`config.mk`:
```
export PLATFORM = sky130hd
export DESIGN_NAME = note_sequencer
export DESIGN_NICKNAME = d
export VERILOG_FILES = /design/src/rtl/note_sequencer.sv
export SDC_FILE = /design/constraint.sdc
export NUM_CORES = 1
export LEC_CHECK = 0
export ABC_CLOCK_PERIOD_IN_PS = 6200
export BUFFER_PORTS_ARGS = -buffer_cell sky130_fd_sc_hd__buf_2
export CAP_MARGIN = 20
export CORE_UTILIZATION = 67
export CTS_CLUSTER_DIAMETER = 150
export DETAILED_ROUTE_END_ITERATION = 8
export GPL_TIMING_DRIVEN = 0
export PLACE_DENSITY = 0.86
export REMOVE_ABC_BUFFERS = 1
export SETUP_SLACK_MARGIN = 0.15
export SLEW_MARGIN = 25
export SYNTH_ARGS = -nofsm -noshare
export SYNTH_HDL_FRONTEND = slang
export SYNTH_SLANG_ARGS = --single-unit
```
`constraint.sdc`:
```
create_clock -name clock -period 6.2 [get_ports clock]
set_input_delay 0.93 -clock clock [delete_from_list [all_inputs] [get_ports clock]]
set_output_delay 0.93 -clock clock [all_outputs]
set_load 0.005 [all_outputs]
```
`src/rtl/note_sequencer.sv`:
```
// Two-voice melody sequencer: walks a small note table, holds each entry for
// dur beats and announces frequency-id changes with a one-cycle new_f pulse.
module note_sequencer #(
    parameter int TICKS_PER_BEAT = 8125000,
    parameter int STEPS          = 32
) (
    input  logic        clock,
    input  logic        reset,
    input  logic        play,
    input  logic        loop,
    input  logic [1:0]  tempo,
    input  logic        wr_en,
    input  logic [4:0]  wr_addr,
    input  logic [12:0] wr_data,
    output logic [4:0]  freq_id1,
    output logic [4:0]  freq_id2,
    output logic        new_f,
    output logic [4:0]  step,
    output logic        busy
);
    // state | meaning
    // IDLE  | silent, waiting for play
    // LOAD  | two-cycle table fetch (phase 0 address, phase 1 capture)
    // HOLD  | entry sounding, counting beats of the latched beat length

    localparam int          AW  = (STEPS > 1) ? $clog2(STEPS) : 1;
    localparam logic [23:0] TPB = 24'(TICKS_PER_BEAT);

    typedef enum logic [1:0] {S_IDLE, S_LOAD, S_HOLD} state_t;

    state_t          state_q, state_d;
    logic            ph_q, ph_d;
    logic [AW-1:0]   step_q, step_d;
    logic [4:0]      f1_q, f1_d, f2_q, f2_d;
    logic            new_f_q, new_f_d;
    logic            busy_q, busy_d;
    logic [23:0]     presc_q, presc_d;
    logic [23:0]     len_q, len_d;
    logic [2:0]      beats_q, beats_d;
    logic            seen_q, seen_d;
    logic            stop;
    logic [23:0]     beat_len;

    logic [12:0]     mem [STEPS];
    logic [12:0]     rd_q;

    // Read-before-write: a write to the address being fetched returns old data.
    always_ff @(posedge clock) begin
        if (wr_en) mem[wr_addr[AW-1:0]] <= wr_data;
        rd_q <= mem[step_q];
    end

    assign beat_len = TPB >> tempo;

    always_comb begin
        state_d = state_q;
        ph_d    = ph_q;
        step_d  = step_q;
        f1_d    = f1_q;
        f2_d    = f2_q;
        new_f_d = 1'b0;
        presc_d = presc_q;
        len_d   = len_q;
        beats_d = beats_q;
        seen_d  = seen_q;
        stop    = 1'b0;

        case (state_q)
            S_IDLE: begin
                if (play) begin
                    state_d = S_LOAD;
                    ph_d    = 1'b0;
                    step_d  = '0;
                    seen_d  = 1'b0;
                end
            end
            S_LOAD: begin
                if (!play) begin
                    stop = 1'b1;
                end else if (!ph_q) begin
                    ph_d = 1'b1;
                end else if (rd_q[2:0] != 3'd0) begin
                    f1_d    = rd_q[12:8];
                    f2_d    = rd_q[7:3];
                    new_f_d = (f1_d != f1_q) || (f2_d != f2_q);
                    beats_d = rd_q[2:0];
                    presc_d = '0;
                    len_d   = beat_len;
                    seen_d  = 1'b1;
                    state_d = S_HOLD;
                end else if (loop && seen_q) begin
                    // seen_q stops an all-rest table from looping forever
                    step_d = '0;
                    ph_d   = 1'b0;
                    seen_d = 1'b0;
                end else begin
                    stop = 1'b1;
                end
            end
            S_HOLD: begin
                if (!play) begin
                    stop = 1'b1;
                end else if (24'(presc_q + 24'd1) >= len_q) begin
                    if (beats_q <= 3'd1) begin
                        state_d = S_LOAD;
                        ph_d    = 1'b0;
                        step_d  = step_q + 1'b1;
                    end else begin
                        beats_d = beats_q - 3'd1;
                        presc_d = '0;
                        len_d   = beat_len;
                    end
                end else begin
                    presc_d = presc_q + 24'd1;
                end
            end
            default: stop = 1'b1;
        endcase

        if (stop) begin
            state_d = S_IDLE;
            step_d  = '0;
            f1_d    = '0;
            f2_d    = '0;
            new_f_d = (f1_q != 5'd0) || (f2_q != 5'd0);
        end
        busy_d = (state_d != S_IDLE);
    end

    always_ff @(posedge clock) begin
        if (!reset) begin
            state_q <= S_IDLE;
            ph_q    <= 1'b0;
            step_q  <= '0;
            f1_q    <= '0;
            f2_q    <= '0;
            new_f_q <= 1'b0;
            busy_q  <= 1'b0;
            presc_q <= '0;
            len_q   <= '0;
            beats_q <= '0;
            seen_q  <= 1'b0;
        end else begin
            state_q <= state_d;
            ph_q    <= ph_d;
            step_q  <= step_d;
            f1_q    <= f1_d;
            f2_q    <= f2_d;
            new_f_q <= new_f_d;
            busy_q  <= busy_d;
            presc_q <= presc_d;
            len_q   <= len_d;
            beats_q <= beats_d;
            seen_q  <= seen_d;
        end
    end

    assign freq_id1 = f1_q;
    assign freq_id2 = f2_q;
    assign new_f    = new_f_q;
    assign step     = 5'(step_q);
    assign busy     = busy_q;

endmodule
```
==> out/qor.txt, run 1 <==
Post-synth EDFFs: 416
Final setup TNS: 0 ns
Power per Cell Area: 299.8 mW/mm²
Clock Path Buffers: 3
Clock skew: 0.02892 ns
Maximum vdd drop: 435.7 µV
Area Growth Syn to Fin: 12.68%
Post-CTS resize count: 0
Initial drt markers: 1445
Total gr overflow: 0
Pin slew with the least headroom to its limit: 1.105 ns
Unrepaired setup endpoints after global routing: false
Crit path kind: reg2reg
Fillers: 1409
Design internal power: 5.308 mW
Initial antenna violation count: 2
Slew Viols, Final: 0
Die X: 174.6 µm
Yosys warning count: 0
FF+latch count, synth: 489
Average size of a mapped cell: 17.99 µm²
Asr flop ratio synth: 0
Std-Cell Rows: 62
H-tree levels: 2
Postcts setup bufs: 0
Met2 Use GR: 0.5815
Crit-path cells: ha_1, and3_1, nand4_1, or2_2, nor3_1, xor2_1, ha_1, nand3_2, nor3_1, a2111oi_1, o2111ai_2, nor3_4, nor2_2, a32o_1
Final min period: 5.032 ns
Startpoint types: register
Met3 GRT Util: 0.07021
CORE AREA: 0.02901 mm²
Crit end category: register
Synth unique cells: 59
Ys flop type: edfxtp_1
Die height: 174.6 µm
CP max stage delay: 0.68 ns
First-pass GRT wire length: 74890 µm
Fraction of layout cells with a size suffix above 1: 0.2793
CTS tree: done
Req. time, crit path: 6.65 ns
Dpl hpwl: 27970 µm
Routed Wire Length: 50830 µm
Largest net degree at the start of global routing: 56
Cells after Synth: 1109
Max frequency: 0.1987 GHz
Number of global-route vias before repair: 11320
CP top delay family: simple AND/OR/NAND/NOR gates
Max Cap Viol: 0
Worst path slowest cell: nor3_4
Synth Cell Area: 0.01995 mm²
Worst slew margin: 0.2624
Routing usage on met1: 0.4493
Final worst setup slack: 1.168 ns
Sequential Power Share: 0.538
Placed Cells: 1508
CP Data Arrival Time: 5.48 ns
Layout Nets: 1233
Number of I/O port buffers: 41
Status: complete, no violations
Clock power share: 0.432
Starting Density: 0.6876
Total CTS buffers: 46
Root Driver: clkbuf_16
Final Setup Violations: 0
Clk_lat worst skew: 0.58 ns
Die area: 0.03047 mm²
GP Congestion: 0.8708
Critical Path Fanout Max: 23
Place WS: 1.147 ns
P_leak: 7.317 nW
Cts hold-fix bufs: 0
Average routed wire per standard cell: 31.87 µm
DR pass1 iterations: 5
Io pins: 42
Sw Pwr: 1.430 mW
Finished Layout Cells: 1595
CTS sink cnt: 489
Endpoints failing hold: 0
Gr usage total: 0.3466
Comb pwr share: 0.030
GRT Max-Usage Layer: met2
Post-route ant nets: 0
Register area share after synthesis: 0.6994
Clock-pin slew on the worst setup and hold paths: 0.06 ns
Vias per inst: 7.048
Fin crit share: 0.8117
DRC viols: 0
Worst hold-check path type: reg2reg
Switching Fraction: 0.2122
CP Buf/Inv Count: 0
Total number of vias: 11240
==> layout by cell type (no fill, tap or decap), drive strengths merged, types with 7 or more instances in the layout <==
cell    synthesis  routed
nand2          85      85
ha             35      35
mux2           13      13
and3            8       8
edfxtp        416     416
a21oi          34      34
clkinv          0      10
o21ai          15      15
nand3b          7       7
nand3          20      20
nand4          15      15
nand2b         14      14
nor2           53      53
mux4          130     130
dfxtp          73      73
buf            17      67
clkbuf         34      61
nor3            7       7
mux2i          12      12
xnor2          17      17
a32o           14      14
or3             7       7
a21o           10      10
inv            17      20
==> synthesized netlist by cell type, drive strengths merged, types with 15 or more instances <==
cell	count	area share
ha	35	0.022
a21oi	34	0.0085
nand4	15	0.0050
clkbuf	34	0.0064
xnor2	17	0.0075
nand2	85	0.016
nand3	20	0.0053
inv	17	0.0032
edfxtp	416	0.63
buf	17	0.0046
mux4	130	0.15
o21ai	15	0.0038
nor2	53	0.010
dfxtp	73	0.073
==> state kept, by name, summed over array words and instances, names as in the netlist, 2 cells and up <==
| register | flops |
|---|---|
| beats_q | 3 |
| freq_id1 | 5 |
| freq_id2 | 5 |
| len_q | 12 |
| mem | 416 |
| presc_q | 24 |
| rd_q | 13 |
| state_q | 2 |
| step | 5 |
==> worst paths after layout <==
path	start	endpoint	slack [ns]	cells past startpoint
hold / removal	len_q[7]$_SDFFE_PN0P_	len_q[7]$_SDFFE_PN0P_	0.46	2
hold reg to reg	len_q[7]$_SDFFE_PN0P_	len_q[7]$_SDFFE_PN0P_	0.46	2
setup reg to reg	presc_q[0]$_SDFFE_PN0P_	presc_q[22]$_SDFFE_PN0P_	1.17	14
setup / recovery	presc_q[0]$_SDFFE_PN0P_	presc_q[22]$_SDFFE_PN0P_	1.17	14
==> power by group through the flow <==
stage / Combinational (mW) / Sequential [mW] / Clock [mW]
floorplan: 0.0923 / 3.69 / 0
global placement: 0.170 / 3.69 / 0
detailed placement: 0.188 / 3.69 / 0
CTS: 0.196 / 3.62 / 2.92
global route: 0.213 / 3.63 / 3.03
finish: 0.201 / 3.62 / 2.91
==> per-stage QoR <==
stage | cell area (µm²) | total power, mW | util | hold WS [ns]
2_1_floorplan | 19730 | 3.780 | - | 0.4380
3_3_place_gp | 20420 | 3.860 | 0.7037 | 0.4468
3_5_place_dp | 20910 | 3.880 | 0.7205 | 0.4557
4_1_cts | 22460 | 6.741 | 0.7740 | 0.4666
5_1_grt | 22480 | 6.874 | 0.7748 | 0.4856
6_report | 22480 | 6.738 | 0.7748 | 0.4630
==> cell type report <==
| cell class | instances | area [µm²] | area share |
|---|---|---|---|
| Sequential cell | 489 | 13970 | 0.6214 |
| Multi-Input combinational cell | 552 | 5799 | 0.2580 |
| Clock buffer | 61 | 1247 | 0.05550 |
| Timing Repair Buffer | 67 | 613.1 | 0.02728 |
| Tap cell | 384 | 480.5 | 0.02137 |
| Clock inverter | 24 | 304.0 | 0.01353 |
| Inverter | 17 | 63.81 | 0.002839 |
| Antenna cell | 1 | 2.502 | 0.0001113 |
==> worst min-delay path, stage by stage (launching register included) <==
cell and delay (ns):
dfxtp_1 0.31, nand2_1 0.05, mux2i_1 0.06
==> per-layer routing <==
metal,wire [µm],vias up
li1,-,4588
met1,17540,5698
met2,25820,788
met3,5426,166
met4,2037,2
met5,8,-
==> kinds of logic (layout without fill, tap and decap cells) <==
logic type / after synthesis / count (layout) / share of synthesized area
buffers and inverters: 68 / 169 / 0.01417
other: 0 / 1 / 0
AND/OR/NAND/NOR: 243 / 243 / 0.06140
flip-flops: 489 / 489 / 0.6994
AO/OA/AOI/OAI: 96 / 96 / 0.03280
multiplexers: 155 / 155 / 0.1601
adder cells (fa/ha/maj): 35 / 35 / 0.02195
XOR/XNOR: 23 / 23 / 0.01010
Note: power is estimated with default switching activity, not from simulation.
==> inputs of run 2 (changes only) <==
ABC_CLOCK_PERIOD_IN_PS = 4800   (was 6200)
CORE_UTILIZATION = 62   (was 67)
PLACE_DENSITY = 0.81   (was 0.86)
clock period = 4.8 ns   (was 6.2 ns; I/O delays follow)
==> run 2 against run 1 <==
Against the previous run:
- worst hold slack got worse by 0.0049 ns
- clock power grew 24%
- first-iteration DRC count shrank 20%
- utilization decreased by 6.8 points
- final area decreased by 0.49%
- non-clock buffer count shrank 6
- cell count rose by 0.82%
- sequential power increased by 29%
- register-to-register slack got worse by 0.69 ns
- wire length shrank 13%
- combinational power is 23% higher
- setup slack worse by 0.69 ns
- largest cell class unchanged
==> out/qor.txt, run 2 (synthesis gave the netlist of run 1 again) <==
Largest net degree at the start of global routing: 56 (unchanged)
CP Buf/Inv Count: 0 (unchanged)
Startpoint types: register (unchanged)
Worst hold-check path type: reg2reg (unchanged)
Clk_lat worst skew: 0.56 ns (was 0.58 ns)
Worst slew margin: 0.3254 (was 0.2624)
Total CTS buffers: 47 (was 46)
CTS tree: done (unchanged)
Clock-pin slew on the worst setup and hold paths: 0.07 ns (was 0.06 ns)
Root Driver: clkbuf_16 (unchanged)
Number of global-route vias before repair: 10870 (was 11320)
Crit path kind: reg2reg (unchanged)
Die height: 181.4 µm (was 174.6 µm)
Number of I/O port buffers: 41 (unchanged)
Area Growth Syn to Fin: 12.12% (was 12.68%)
Max Cap Viol: 0 (unchanged)
Hold depth: 2 (unchanged)
R2R setup slack: 0.48 ns (was 1.17 ns)
Pin slew with the least headroom to its limit: 1.011 ns (was 1.105 ns)
Final setup TNS: 0 ns (unchanged)
First-pass GRT wire length: 66710 µm (was 74890 µm)
P_leak: 7.275 nW (was 7.317 nW)
Initial antenna violation count: 1 (was 2)
Fin crit share: 0.9006 (was 0.8117)
Dpl hpwl: 25940 µm (was 27970 µm)
CORE AREA: 0.03164 mm² (was 0.02901 mm²)
Die area: 0.03290 mm² (was 0.03047 mm²)
Post-Route Utilization: 0.7070 (was 0.7748)
Post-route ant nets: 0 (unchanged)
Fraction of layout cells with a size suffix above 1: 0.2736 (was 0.2793)
Most common cell after layout, fill and taps aside: edfxtp_1 (unchanged)
Power per Cell Area: 381.6 mW/mm² (was 299.8 mW/mm²)
Maximum vdd drop: 326.0 µV (was 435.7 µV)
Critical Path Fanout Max: 8 (was 23)
Routed Wire Length: 44460 µm (was 50830 µm)
CP max stage delay: 0.51 ns (was 0.68 ns)
CTS sink cnt: 489 (unchanged)
Crit-path cells: ha_1, and3_1, nand4_1, or2_2, nor3_1, xor2_1, ha_1, nand3_2, nor3_1, a2111oi_2, o2111ai_2, nor3_2, o21ai_0, a21oi_1 (was ha_1, and3_1, nand4_1, or2_2, nor3_1, xor2_1, ha_1, nand3_2, nor3_1, a2111oi_1, o2111ai_2, nor3_4, nor2_2, a32o_1)
RR Startpoint: presc_q[0]$_SDFFE_PN0P_ (unchanged)
Slew Viols, Final: 0 (unchanged)
WHS Endpoint: len_q[21]$_SDFFE_PN0P_ (was len_q[7]$_SDFFE_PN0P_)
WHS: 0.4581 ns (was 0.4630 ns)
Reg2reg end: step[4]$_SDFFE_PP0P_ (was presc_q[22]$_SDFFE_PN0P_)
Std-Cell Rows: 65 (was 62)
Clock skew: 0.01138 ns (was 0.02892 ns)
CP Data Arrival Time: 4.81 ns (was 5.48 ns)
Status: complete, no violations (unchanged)
Worst path slowest cell: a2111oi_2 (was nor3_4)
Total gr overflow: 0 (unchanged)
Finished Layout Cells: 1608 (was 1595)
Endpoints failing hold: 0 (unchanged)
Placed Cells: 1519 (was 1508)
Worst Hold Launch: len_q[21]$_SDFFE_PN0P_ (was len_q[7]$_SDFFE_PN0P_)
Final Setup Violations: 0 (unchanged)
FF-to-FF path depth: 14 (unchanged)
Max frequency: 0.2313 GHz (was 0.1987 GHz)
Clock Path Buffers: 3 (unchanged)
Average routed wire per standard cell: 27.65 µm (was 31.87 µm)
Max FFs per register: 416 (unchanged)
DRC viols: 0 (unchanged)
Final min period: 4.323 ns (was 5.032 ns)
Total number of vias: 10590 (was 11240)
Die X: 181.4 µm (was 174.6 µm)
Initial drt markers: 1156 (was 1445)
Antenna diode count: 0 (was 1)
Gr usage total: 0.2782 (was 0.3466)
Req. time, crit path: 5.29 ns (was 6.65 ns)
Io pins: 42 (unchanged)
Vias per inst: 6.588 (was 7.048)
GP Congestion: 0.8185 (was 0.8708)
DR pass1 iterations: 5 (unchanged)
CP top delay family: simple AND/OR/NAND/NOR gates (unchanged)
Crit end category: register (unchanged)
Commonest cells after routing, fill and taps aside: edfxtp_1, mux4_2, nand2_1 (unchanged)
H-tree levels: 2 (unchanged)
Layout Nets: 1228 (was 1233)
Unrepaired setup endpoints after global routing: true (was false)
Starting Density: 0.6306 (was 0.6876)
-- run 2: cell types whose count changed in the layout (fill, tap and decap cells not counted), moves of 2 or more --
cell	delta
buf_12	-3
buf_16	+2
clkinvlp_4	-2
clkinv_1	+8
clkbuf_8	-3
nor2_2	-2
buf_4	+2
buf_8	-7
clkinv_2	+2
clkbuf_1	-4
-- run 2: metrics by stage --
| stage | cell area (µm²) | worst slack (ns) | total power [mW] |
|---|---|---|---|
| after floorplan | 19730 | -1.113 | 4.882 |
| after global placement | 20440 | -3.081 | 4.988 |
| after detailed placement | 20830 | -0.2183 | 5.005 |
| after CTS | 22340 | 0.1599 | 8.560 |
| after global routing | 22370 | 0.09724 | 8.750 |
| final | 22370 | 0.4770 | 8.535 |
-- run 2: worst min-delay path, delay by kind of cell (launching register included) --
kind,cells,cell delay (ns)
DFF,1,0.31
muxes,1,0.05
and+or+nand+nor,1,0.05
-- run 2: what timing repair did --
item | 4_1_cts | 5_1_grt
hold buffers | 0 | 0
endpoints found under the hold margin | 0 | 0
resized for setup | 1 | 3
pin swaps | 1 | 1
setup endpoints to repair | 38 | 44
setup buffers | 1 | 1
-- run 2: layout make-up --
type / instances / area (µm²)
Fill cell: 1833 / 9269
Sequential cell: 489 / 13970
Multi-Input combinational cell: 552 / 5816
Clock inverter: 32 / 285.3
Tap cell: 402 / 503.0
Timing Repair Buffer: 61 / 518.0
Inverter: 17 / 63.81
Clock buffer: 55 / 1216
-- run 2: how the worst max path moves through the flow --
stage                                        from                  endpoint  depth (start not counted)
after floorplan              step[0]$_SDFFE_PP0P_           rd_q[0]$_DFF_P_                          3
after global placement       step[0]$_SDFFE_PP0P_           rd_q[8]$_DFF_P_                          3
after detailed placement  presc_q[0]$_SDFFE_PN0P_  presc_q[10]$_SDFFE_PN0P_                         14
after CTS                 presc_q[0]$_SDFFE_PN0P_     len_q[6]$_SDFFE_PN0P_                         14
after global routing      presc_q[0]$_SDFFE_PN0P_      step[4]$_SDFFE_PP0P_                         14
final                     presc_q[0]$_SDFFE_PN0P_      step[4]$_SDFFE_PP0P_                         14
-- run 2: routing by layer --
metal | GRT usage | up-vias | part of all wire
met3 | 0.04593 | 86 | 0.083
li1 | - | 4571 | -
met4 | 0.08034 | 0 | 0.024
met2 | 0.4791 | 556 | 0.52
met1 | 0.3702 | 5381 | 0.37
met5 | 0 | - | 0
-- run 2: power by group --
part	switching, mW	internal (mW)	total (mW)
combinational	0.174	0.0733	0.247
sequential	0.0242	4.65	4.68
clock	1.56	2.04	3.61
==> inputs of run 3 (changes only) <==
CELL_PAD_IN_SITES_DETAIL_PLACEMENT = 0   (was default)
CELL_PAD_IN_SITES_GLOBAL_PLACEMENT = 1   (was default)
CORE_UTILIZATION = 54   (was 62)
==> run 3 against run 2 <==
Against the previous run:
- maximum frequency rose by 1.8%
- die area increased by 15%
- final area grew 2.1%
- non-clock buffer count rose by 19
- wire length decreased by 4.0%
- register-to-register slack improved by 0.08 ns
- clock skew rose by 0.0075 ns
==> out/qor.txt, run 3 (synthesis gave the netlist of run 1 again) <==
Req. time, crit path: 5.27 ns (was 5.29 ns)
Clock skew: 0.01884 ns (was 0.01138 ns)
Placed Area: 0.02120 mm² (was 0.02083 mm²)
Fraction of layout cells with a size suffix above 1: 0.2834 (was 0.2736)
Startpoint types: register (unchanged)
Power per Cell Area: 382.2 mW/mm² (was 381.6 mW/mm²)
Status: complete, no violations (unchanged)
Maximum vdd drop: 330.2 µV (was 326.0 µV)
Crit path to: len_q[17]$_SDFFE_PN0P_ (was step[4]$_SDFFE_PP0P_)
DRC viols: 0 (unchanged)
Post-Route Utilization: 0.6255 (was 0.7070)
Average routed wire per standard cell: 25.16 µm (was 27.65 µm)
Vias per inst: 6.123 (was 6.588)
Max FFs per register: 416 (unchanged)
Clk_lat worst skew: 0.57 ns (was 0.56 ns)
Number of global-route vias before repair: 10660 (was 10870)
Die height: 194.2 µm (was 181.4 µm)
FF-to-FF path depth: 14 (unchanged)
R2R setup slack: 0.55 ns (was 0.48 ns)
Sequential Power Share: 0.536 (was 0.548)
RR Startpoint: presc_q[0]$_SDFFE_PN0P_ (unchanged)
WHS: 0.4592 ns (was 0.4581 ns)
CTS sink cnt: 489 (unchanged)
Clock-pin slew on the worst setup and hold paths: 0.06 ns (was 0.07 ns)
DR pass1 iterations: 7 (was 5)
Commonest cells after routing, fill and taps aside: edfxtp_1, mux4_2, nand2_1 (unchanged)
Dpl hpwl: 26850 µm (was 25940 µm)
Total CTS buffers: 49 (was 47)
Endpoints failing hold: 0 (unchanged)
Worst Setup SP: presc_q[0]$_SDFFE_PN0P_ (unchanged)
Max Cap Viol: 0 (unchanged)
Clock power share: 0.436 (was 0.423)
Total gr overflow: 0 (unchanged)
H-tree levels: 2 (unchanged)
Clock Path Buffers: 3 (unchanged)
Design Area, Final: 0.02284 mm² (was 0.02237 mm²)
Slew Viols, Final: 0 (unchanged)
Std-Cell Rows: 70 (was 65)
Sw Pwr: 1.768 mW (was 1.763 mW)
Routed Wire Length: 42670 µm (was 44460 µm)
Crit path kind: reg2reg (unchanged)
CTS tree: done (unchanged)
Worst hold-check path type: reg2reg (unchanged)
Max frequency: 0.2355 GHz (was 0.2313 GHz)
Switching Fraction: 0.2025 (was 0.2066)
Root Driver: clkbuf_16 (unchanged)
Io pins: 42 (unchanged)
CORE AREA: 0.03652 mm² (was 0.03164 mm²)
First-pass GRT wire length: 65160 µm (was 66710 µm)
Area Growth Syn to Fin: 14.51% (was 12.12%)
Design internal power: 6.963 mW (was 6.772 mW)
GP Congestion: 0.7785 (was 0.8185)
Initial antenna violation count: 2 (was 1)
CP Data Arrival Time: 4.72 ns (was 4.81 ns)
Reg2reg end: len_q[17]$_SDFFE_PN0P_ (was step[4]$_SDFFE_PP0P_)
Post-route ant nets: 0 (unchanged)
Antenna diode count: 0 (unchanged)
Largest net degree at the start of global routing: 56 (unchanged)
Initial drt markers: 974 (was 1156)
Cts hold-fix bufs: 0 (unchanged)
Comb pwr share: 0.029 (about the same)
Gr usage total: 0.2337 (was 0.2782)
Pin slew with the least headroom to its limit: 0.9947 ns (was 1.011 ns)
Tot Pwr: 8.731 mW (was 8.535 mW)
Unrepaired setup endpoints after global routing: false (was true)
Total number of vias: 10390 (was 10590)
Layout Nets: 1249 (was 1228)
Die area: 0.03772 mm² (was 0.03290 mm²)
Number of I/O port buffers: 41 (unchanged)
Die X: 194.2 µm (was 181.4 µm)
Most common cell after layout, fill and taps aside: edfxtp_1 (unchanged)
Worst slew margin: 0.3369 (was 0.3254)
Final Setup Violations: 0 (unchanged)
P_leak: 7.457 nW (was 7.275 nW)
Crit end category: register (unchanged)
Fin crit share: 0.8846 (was 0.9006)
Final min period: 4.246 ns (was 4.323 ns)
Starting Density: 0.5462 (was 0.6306)
Critical Path Fanout Max: 15 (was 8)
[run 3: changes by cell type in the layout (fill, tap and decap cells not counted), moves of 2 or more]
| cell | change |
|---|---|
| buf_8 | +19 |
| clkinv_1 | +2 |
| inv_6 | -2 |
| clkbuf_1 | +2 |
| bufinv_16 | +2 |
| clkbuf_16 | +3 |
| clkinv_2 | -2 |
[run 3: layout make-up]
class	instances	area, µm²
fill	2529	13680
clock buffer	59	1285
clock inverter	31	317.8
sequential	489	13970
tap	468	585.6
multi-input combinational	552	5822
inverter	17	63.81
timing repair buffer	80	803.3
[run 3: power groups by stage]
| stage | Combinational, mW | Clock (mW) | Sequential, mW |
|---|---|---|---|
| detailed placement | 0.248 | 0 | 4.77 |
| CTS | 0.251 | 3.86 | 4.68 |
| global route | 0.274 | 4.01 | 4.68 |
| global placement | 0.228 | 0 | 4.77 |
| floorplan | 0.119 | 0 | 4.76 |
| finish | 0.251 | 3.80 | 4.68 |
[run 3: timing repair]
action,4_1_cts,5_1_grt
resized for setup,2,3
buffers inserted,1,1
pin swaps,1,1
endpoints found under the setup margin,38,43
hold endpoints to repair,0,0
[run 3: layer usage]
layer | track usage | vias up | routed length, µm
li1 | - | 4627 | -
met1 | 0.3191 | 5269 | 17370
met2 | 0.3937 | 422 | 21380
met3 | 0.03722 | 67 | 3085
met4 | 0.06320 | 0 | 834
met5 | 0 | - | 0
[run 3: critical path, cell delays in order, from the launching register on]
cell       delay, ns
dfxtp_1         0.51
ha_1            0.26
and3_1          0.27
nand4_1         0.19
or2_2           0.39
nor3_1          0.24
xor2_1          0.24
ha_1            0.30
nand3_2         0.11
nor3_1          0.07
a2111oi_2       0.45
o2111ai_2       0.32
nor2_2          0.25
o31a_4          0.32
mux2i_1         0.22
[run 3: how the worst min path moves through the flow]
stage                                start                endpoint  cells past startpoint
floorplan            len_q[8]$_SDFFE_PN0P_   len_q[8]$_SDFFE_PN0P_                      2
detailed placement   len_q[8]$_SDFFE_PN0P_   len_q[8]$_SDFFE_PN0P_                      2
finish              len_q[22]$_SDFFE_PN0P_  len_q[22]$_SDFFE_PN0P_                      2
global placement    len_q[18]$_SDFFE_PN0P_  len_q[18]$_SDFFE_PN0P_                      2
global route                      tempo[0]   len_q[8]$_SDFFE_PN0P_                      3
CTS                               tempo[0]   len_q[8]$_SDFFE_PN0P_                      3
[run 3: through the flow]
| stage | TNS [ns] | instances | setup WS [ns] |
|---|---|---|---|
| CTS | 0 | 1695 | 0.2451 |
| global placement | -63.25 | 1567 | -3.193 |
| floorplan | -17.16 | 1058 | -1.113 |
| finish | 0 | 1696 | 0.5540 |
| detailed placement | -7.958 | 1604 | -0.2814 |
| global route | 0 | 1696 | 0.1583 |
